--- config.mk ---
export PLATFORM = sky130hd
export DESIGN_NAME = digits_to_snum_flat
export DESIGN_NICKNAME = d
export VERILOG_FILES = /design/src/rtl/digits_to_snum_if.sv /design/src/rtl/digits_to_snum.sv /design/src/flat_wrapper.sv
export SDC_FILE = /design/constraint.sdc
export NUM_CORES = 1
export LEC_CHECK = 0
export CAP_MARGIN = 20
export CORE_ASPECT_RATIO = 1.2
export CORE_UTILIZATION = 32
export CTS_CLUSTER_SIZE = 25
export DETAILED_ROUTE_END_ITERATION = 12
export GPL_ROUTABILITY_DRIVEN = 0
export GPL_TIMING_DRIVEN = 0
export PLACE_DENSITY_LB_ADDON = 0.08
export SETUP_SLACK_MARGIN = 0.15
export SLEW_MARGIN = 20
export SYNTH_ARGS = -nofsm -noshare
export SYNTH_HDL_FRONTEND = slang
export SYNTH_SLANG_ARGS = --single-unit
export TNS_END_PERCENT = 30
--- constraint.sdc ---
create_clock -name clk -period 8.25 [get_ports clk]
set_input_delay 1.2375 -clock clk [delete_from_list [all_inputs] [get_ports clk]]
set_output_delay 1.2375 -clock clk [all_outputs]
set_load 0.02 [all_outputs]
--- src/rtl/digits_to_snum_if.sv ---
// Committed-value stream from the keypad accumulator to its consumer.
// The master drives the value and out_valid; the slave answers with out_ready.
interface digits_to_snum_if;
  logic       out_valid;
  logic       out_ready;
  logic [7:0] out_mag;
  logic       out_neg;

  modport master (output out_valid, output out_mag, output out_neg, input out_ready);
  modport slave  (input out_valid, input out_mag, input out_neg, output out_ready);
endinterface

--- src/rtl/digits_to_snum.sv ---
// Keypad digit accumulator: builds a signed decimal entry and hands it off over a valid/ready stream.
// Optional feature: define DIGITS_TO_SNUM_BACKSPACE_EN to make the backspace strobe remove the last digit.
module digits_to_snum #(
  parameter int MAX_DIGITS = 3
) (
  input  logic                     clk,
  input  logic                     rst_n,
  input  logic                     digit_valid,
  input  logic [3:0]               digit,
  input  logic                     neg_toggle,
  input  logic                     backspace,
  input  logic                     clear,
  input  logic                     enter,
  digits_to_snum_if.master         out_bus,
  output logic [7:0]               cur_mag,
  output logic                     cur_neg,
  output logic [1:0]               ndigits,
  output logic                     ovf
);

  typedef enum logic [1:0] {
    S_EMPTY = 2'd0,
    S_ENTRY = 2'd1,
    S_HOLD  = 2'd2
  } state_t;

  localparam logic [1:0] MAX_ND = MAX_DIGITS[1:0];

  state_t      state, state_nxt;
  logic [7:0]  mag_nxt;
  logic        neg_nxt;
  logic [1:0]  nd_nxt;
  logic        ovf_nxt;
  logic [7:0]  out_mag_q, out_mag_nxt;
  logic        out_neg_q, out_neg_nxt;
  logic [11:0] prod;

`ifndef DIGITS_TO_SNUM_BACKSPACE_EN
  logic unused_backspace;
  assign unused_backspace = backspace;
`endif

  // HOLD is exactly the state in which a committed value is offered.
  assign out_bus.out_valid = (state == S_HOLD);
  assign out_bus.out_mag   = out_mag_q;
  assign out_bus.out_neg   = out_neg_q;

  // Widened so values like 25*10+6 are seen as out of range rather than wrapping.
  assign prod = {4'd0, cur_mag} * 12'd10 + {8'd0, digit};

  // NOTE: every variable gets a default before any branch, so no path leaves it unassigned (no latch).
  always_comb begin
    state_nxt   = state;
    mag_nxt     = cur_mag;
    neg_nxt     = cur_neg;
    nd_nxt      = ndigits;
    ovf_nxt     = ovf;
    out_mag_nxt = out_mag_q;
    out_neg_nxt = out_neg_q;

    if (clear || (state == S_HOLD && out_bus.out_ready)) begin
      state_nxt = S_EMPTY;
      mag_nxt   = 8'd0;
      neg_nxt   = 1'b0;
      nd_nxt    = 2'd0;
      ovf_nxt   = 1'b0;
    end else if (state == S_HOLD) begin
      state_nxt = S_HOLD;
    end else if (enter) begin
      if (state == S_ENTRY) begin
        out_mag_nxt = cur_mag;
        out_neg_nxt = cur_neg && (cur_mag != 8'd0);
        state_nxt   = S_HOLD;
      end
`ifdef DIGITS_TO_SNUM_BACKSPACE_EN
    end else if (backspace) begin
      if (state == S_ENTRY) begin
        mag_nxt = cur_mag / 8'd10;
        nd_nxt  = ndigits - 2'd1;
        if (ndigits == 2'd1) state_nxt = S_EMPTY;
      end
`endif
    end else if (neg_toggle) begin
      neg_nxt = ~cur_neg;
    end else if (digit_valid && digit <= 4'd9) begin
      if (ndigits == MAX_ND || prod > 12'd255) begin
        ovf_nxt = 1'b1;
      end else begin
        mag_nxt   = prod[7:0];
        nd_nxt    = ndigits + 2'd1;
        state_nxt = S_ENTRY;
      end
    end
  end

  // NOTE: state registers use non-blocking assignments so all of them update together at the edge.
  always_ff @(posedge clk or negedge rst_n) begin
    if (!rst_n) begin
      state     <= S_EMPTY;
      cur_mag   <= 8'd0;
      cur_neg   <= 1'b0;
      ndigits   <= 2'd0;
      ovf       <= 1'b0;
      out_mag_q <= 8'd0;
      out_neg_q <= 1'b0;
    end else begin
      state     <= state_nxt;
      cur_mag   <= mag_nxt;
      cur_neg   <= neg_nxt;
      ndigits   <= nd_nxt;
      ovf       <= ovf_nxt;
      out_mag_q <= out_mag_nxt;
      out_neg_q <= out_neg_nxt;
    end
  end

endmodule

--- src/flat_wrapper.sv ---
// flat-port wrapper written by rule: the top's interface ports become plain ports
module digits_to_snum_flat 
#(
  parameter int MAX_DIGITS = 3
)
  (clk, rst_n, digit_valid, digit, neg_toggle, backspace, clear, enter, cur_mag, cur_neg, ndigits, ovf, out_bus_out_valid, out_bus_out_mag, out_bus_out_neg, out_bus_out_ready);
  digits_to_snum_if out_bus_i ();
  input  logic clk;
  input  logic rst_n;
  input  logic digit_valid;
  input  logic [3:0] digit;
  input  logic neg_toggle;
  input  logic backspace;
  input  logic clear;
  input  logic enter;
  output logic [7:0] cur_mag;
  output logic cur_neg;
  output logic [1:0] ndigits;
  output logic ovf;
  output wire logic [$bits(out_bus_i.out_valid)-1:0] out_bus_out_valid;
  output wire logic [$bits(out_bus_i.out_mag)-1:0] out_bus_out_mag;
  output wire logic [$bits(out_bus_i.out_neg)-1:0] out_bus_out_neg;
  input wire logic [$bits(out_bus_i.out_ready)-1:0] out_bus_out_ready;
  assign out_bus_out_valid = out_bus_i.out_valid;
  assign out_bus_out_mag = out_bus_i.out_mag;
  assign out_bus_out_neg = out_bus_i.out_neg;
  assign out_bus_i.out_ready = out_bus_out_ready;
  digits_to_snum #(.MAX_DIGITS(MAX_DIGITS)) u_core (.clk(clk), .rst_n(rst_n), .digit_valid(digit_valid), .digit(digit), .neg_toggle(neg_toggle), .backspace(backspace), .clear(clear), .enter(enter), .out_bus(out_bus_i), .cur_mag(cur_mag), .cur_neg(cur_neg), .ndigits(ndigits), .ovf(ovf));
endmodule
After elaboration in Yosys (flattened, before gate mapping)
Index checks and enable logic that the tools add are counted.
{"block": "word_totals", "out_inout_bits": 22, "elab_cells": 69, "register_bits": 23, "in_bits": 12}
{"block": "op_classes", "multipliers": 1, "mux": 29, "magnitude_cmp": 2, "reduce_logical": 15, "n_eq_ne": 10, "n_addsub": 2, "bitwise_logic": 3}
{"cell": "two-way mux 8 bit", "count": 6}
{"cell": "two-way mux 2 bit", "count": 13}
{"cell": "adder 12 x 4 -> 12 bit", "count": 1}
{"cell": "> comparator 12 x 8 -> 1 bit, second input constant", "count": 1}
{"cell": "multiplier 8 x 3 -> 11 bit, second input constant", "count": 1}
{"cell": "two-way mux 1 bit", "count": 10}
{"cell": "AND reduction 5 bit", "count": 2}
{"cell": "inequality test 2 x 1 -> 1 bit, second input constant", "count": 4}
{"cell": "inequality test 4 x 1 -> 1 bit, second input constant", "count": 2}
{"cell": "AND reduction 4 bit", "count": 2}
{"cell": "nonzero test 8 bit", "count": 1}
{"cell": "nonzero test 2 bit", "count": 3}
{"cell": "== test 2 bit, second input constant", "count": 2}
{"cell": "<= comparator 4 bit, second input constant", "count": 1}
{"cell": "inequality test 4 x 3 -> 1 bit, second input constant", "count": 1}
{"cell": "nonzero test 4 bit", "count": 1}
{"cell": "logical AND 1 bit", "count": 3}
{"cell": "NOT 1 bit", "count": 3}
{"cell": "AND reduction 3 bit", "count": 1}
{"cell": "adder 2 x 1 -> 2 bit, second input constant", "count": 1}
{"cell": "== test 2 x 1 -> 1 bit, second input constant", "count": 1}
{"cell": "logical OR 1 bit", "count": 2}

Longest topological paths before layout
{"block": "depth", "word_depth": 10, "ltp_mapped": 11}

Worst setup path before layout
No wires, ideal clock.
{"block": "synth_timing", "path_kind": "register to register", "from": "reg u_core.cur_mag[1]", "to": "reg u_core.cur_mag[0]", "t_arrival_ns": 2.943, "setup_slack_ns": 5.184, "stages_incl_launch_ff": 12, "cell_sequence": "dfrtp_1 -> ha_1 -> ha_1 -> inv_1 -> fa_1 -> and2b_1 -> o211ai_1 -> nor4b_2 -> mux2i_1 -> nand3_2 -> buf_6 -> mux2i_1"}
{"block": "synth_via", "elab_chain_cells": 6}
{"item": "from (decl)", "line_no": "digits_to_snum.sv:15", "text": "output logic [7:0] cur_mag,"}
{"item": "from (signal assigned)", "line_no": "digits_to_snum.sv:108", "text": "cur_mag <= mag_nxt;"}
{"item": "multiplier 8 x 3 -> 11 bit", "line_no": "digits_to_snum.sv:49", "text": "assign prod = {4'd0, cur_mag} * 12'd10 + {8'd0, digit};"}
{"item": "adder 12 x 4 -> 12 bit", "line_no": "digits_to_snum.sv:49"}
{"item": "> comparator 12 x 8 -> 1 bit", "line_no": "digits_to_snum.sv:86", "text": "if (ndigits == MAX_ND || prod > 12'd255) begin"}
{"item": "logical OR 1 bit", "line_no": "digits_to_snum.sv:86"}
{"item": "inequality test 2 x 1 -> 1 bit (no line)"}
{"item": "AND reduction 5 bit (no line)"}
Every way passes these cells.
A chain may end at the register's enable or synchronous reset.

Worst setup path in the final report
{"block": "layout_timing", "from": "in digit[2]", "to": "reg u_core.cur_mag[6]"}
{"block": "layout_via", "elab_chain_cells": 7, "word_cells_on_any_way": 14, "classes_between": "add/sub: 1; order compare: 2; eq/ne: 1; mux: 6; reduce/logical: 4"}
{"item": "from (decl)", "line_no": "flat_wrapper.sv:11", "text": "input logic [3:0] digit;"}
{"item": "parallel branches: the longest is 7 deep, another holds adder 12 x 4 -> 12 bit"}
Several ways; the timed one is not identified. The select of a mux whose other input is x is not followed.

==> results.toml <==
[run_status]
status = "complete, no violations"

[timing]
slew_headroom_pct = 54.5
setup_viol = 0
skew_ns = 0.000790
fin_crit_sh_pct = 41.2
worstMarginPinSlew_ns = 0.679
tns_ns = 0
hold_viol = 0
rsz0062_at_grt = "false"
post-route-min-period_ns = 3.40
drv_slew = 0
max_freq_mhz = 294

[synth]
postSynth.asyncResetShare_pct = 100
synth_top_area_share_pct = 36.3
synthFlopType = "dfrtp_1"
synth-seq-area-share_pct = 36.3
synth_seq_cells = 23
yosysWarningCount = 0
synth.net_count = 190
synth.cells.most_frequent = "nand2_1 (27), dfrtp_1 (23), ha_1 (16)"
synth.cell_area_sq_um = 1590
synth.most_common_cell = "nand2_1"
ys_types = 41
synth_area_per_cell_sq_um = 9.91
syn_inst = 160
synth_edf_count = 0
synthTopCellsByArea = "dfrtp_1 (36%), ha_1 (13%), nand2_1 (6.4%), mux2i_1 (6.3%), mux2_2 (5.7%)"
yosys.area.top_type = "dfrtp_1"

[pwr]
clock_power_share_pct = 30.7
power_density_nw_per_um2 = 114
power_leakage_nw = 0.970
p_int_mw = 0.169
p_switching_mw = 0.0612
seqPwrFrac_pct = 52.1
power_frac_comb_pct = 17.2
total_power_mw = 0.230
sw_frac_of_total_pct = 26.6
ir_worst_vdd_v = 0.0000617

[setup_path]
start_kind = "input port"
cpMaxStageDelayCell = "clkdlybuf4s50_1"
critPathLaunch = "digit[2]"
crit_arrival_ns = 3.55
worstSetupPathType = "in -> reg"
crit_top_cell = "mux2i_1"
path_max_fanout = 10
r2r-start = "u_core.cur_mag[1]$_DFFE_PN0P_"
crit_path_cell_trace = "clkdlybuf4s50_1, ha_1, a21o_1, o211ai_1, nor4b_2, mux2i_1, nand3_2, buf_6, mux2i_1"
reg2reg_depth = 11
required_ns = 8.40
rr_endpoint = "u_core.cur_mag[6]$_DFFE_PN0P_"
worst_path_largest_cell_delay_ns = 0.48
cp-end-kind = "flip-flop"
r2r_setup_slack_ns = 4.88

[route]
drtIter0Drc = 33
ant_nets = 0
drc = 0
routedWlPerCell_microns = 14.1
dr_total_vias = 1299
wl_microns = 3590
vias_per_cell = 5.11
drtPass1Iterations = 4

[min_path]
min_to = "u_core.ovf$_DFFE_PN0P_"
holdPathStages = 2
hold_path_class = "reg -> reg"
hp-start = "u_core.ovf$_DFFE_PN0P_"

[grt]
grt_max_degree = 24
antenna_found_initial = 0
gr-total-overflow = 0
grt_pass1_vias = 1332
track_usage_pct = 15.0
grt_pass1_wl_microns = 6020

[finish]
layout-drive-gt1-share_pct = 10.2
area_delta_synth_final_pct = 27.5
instances_no_fill = 254
num_antenna_cells = 0
nets = 227
fill_cells = 460

[placed_design]
io_buffers = 32
dp_hpwl_microns = 2890
numPlacedInstances = 250

[floorplanning]
num_rows = 27
die-area_sq_um = 5240
initial_core_util_pct = 34.0
die_w_microns = 66.3
core_area_sq_um = 4660
top_level_ports = 34
die_y_microns = 79.1

[cts]
cts-htree-levels = 1
cts_made_buffers = 3
clock_latency_ns = 0.26
cts_root_buf = "clkbuf_8"
ctsLongestPathBuffers = 2
postCtsSetupBuffers = 0
cts_tree = "built"
cts_hold_buf = 0
clkSinkCount = 23
cts.reportedPaths.clkPinSlew_ns = 0.08
cts_resized = 0

[job]
cap_violations = 0
==> state kept, by name, summed over array words and instances (netlist names) <==
register	cells
u_core.cur_neg	1
u_core.ovf	1
u_core.out_bus.out_neg	1
u_core.cur_mag	8
u_core.out_bus.out_mag	8
u_core.ndigits	2
u_core.state	2
==> cells in the final DEF, fill, tap and decap left out, types with 2 or more instances in the layout <==
master	synthesis	layout
clkdlybuf4s50_1	0	31
nand2_1	27	27
dfrtp_1	23	23
ha_1	16	16
mux2i_1	10	10
inv_1	8	8
mux2_2	8	8
a21oi_1	7	7
nor2_1	6	6
nand3_1	6	6
xnor2_1	5	5
nor2b_1	3	3
o21ai_1	3	3
clkbuf_8	0	3
o21ai_0	2	2
a21o_1	2	2
o211ai_1	2	2
and3_1	2	2
clkbuf_1	2	2
nand2b_1	2	2
xor2_1	2	2
nor4_1	2	2
fa_1	2	2
==> metrics by stage <==
step	area (sq um)	util (%)	hold slack, ns	worst slack, ns
floorplan	1590	-	0.584	5.18
global placement	1980	42.4	0.461	4.59
detailed placement	1980	42.4	0.467	4.55
CTS	2030	43.5	0.486	4.84
global route	2020	43.4	0.543	4.64
finish	2020	43.4	0.478	4.85
==> how the worst max path moves through the flow <==
stage	depth (start not counted)	slack, ns	endpoint
after floorplan	11	5.18	u_core.cur_mag[0]$_DFFE_PN0P_
after global placement	9	4.59	u_core.cur_mag[2]$_DFFE_PN0P_
after detailed placement	9	4.55	u_core.cur_mag[6]$_DFFE_PN0P_
after CTS	9	4.84	u_core.cur_mag[6]$_DFFE_PN0P_
after global routing	11	4.64	u_core.cur_mag[3]$_DFFE_PN0P_
final	9	4.85	u_core.cur_mag[6]$_DFFE_PN0P_
==> cell type report <==
type	instances	area [sq um]	area share [%]
Clock inverter	1	7.51	0.371
Inverter	8	30.0	1.49
Sequential cell	23	576	28.5
Buffer	3	18.8	0.928
Timing Repair Buffer	32	315	15.6
Tap cell	58	72.6	3.59
Multi-Input combinational cell	126	961	47.5
Clock buffer	3	41.3	2.04
==> power groups by stage <==
stage               logic [mW]  registers (mW)  clock network, mW
finish                  0.0395           0.120             0.0707
global route            0.0442           0.121             0.0778
CTS                     0.0404           0.120             0.0737
detailed placement      0.0401           0.122                  0
global placement        0.0399           0.122                  0
floorplan               0.0177           0.125                  0
==> cell families after synthesis <==
group	count (synthesis)	synth area share [%]
XOR/XNOR	7	3.87
adder cells (fa/ha/maj)	18	15.2
AND/OR/NAND/NOR	57	18.5
multiplexers	18	12.0
buffers and inverters	11	3.08
flip-flops	23	36.3
AO/OA/AOI/OAI	26	11.1
==> critical path: cells and delay by family <==
kind	cells	cell delay, ns
AOI/OAI and AO/OA	2	0.27
and+or+nand+nor	2	0.53
adders and majority gates	1	0.31
muxes	2	0.53
buffers and inverters	2	0.67
==> routing by layer <==
layer  part of all wire, %  vias up  wire length, microns  global-route usage [%]
met5                     0        -                     0                       0
met4                  0.53        0                    19                    3.83
met3                   3.7        2                   132                    2.44
met2                    53       26                  1890                    27.3
met1                    43      623                  1550                    17.7
li1                      -      648                     -                       -
Note: power is estimated with default switching activity, not from simulation.
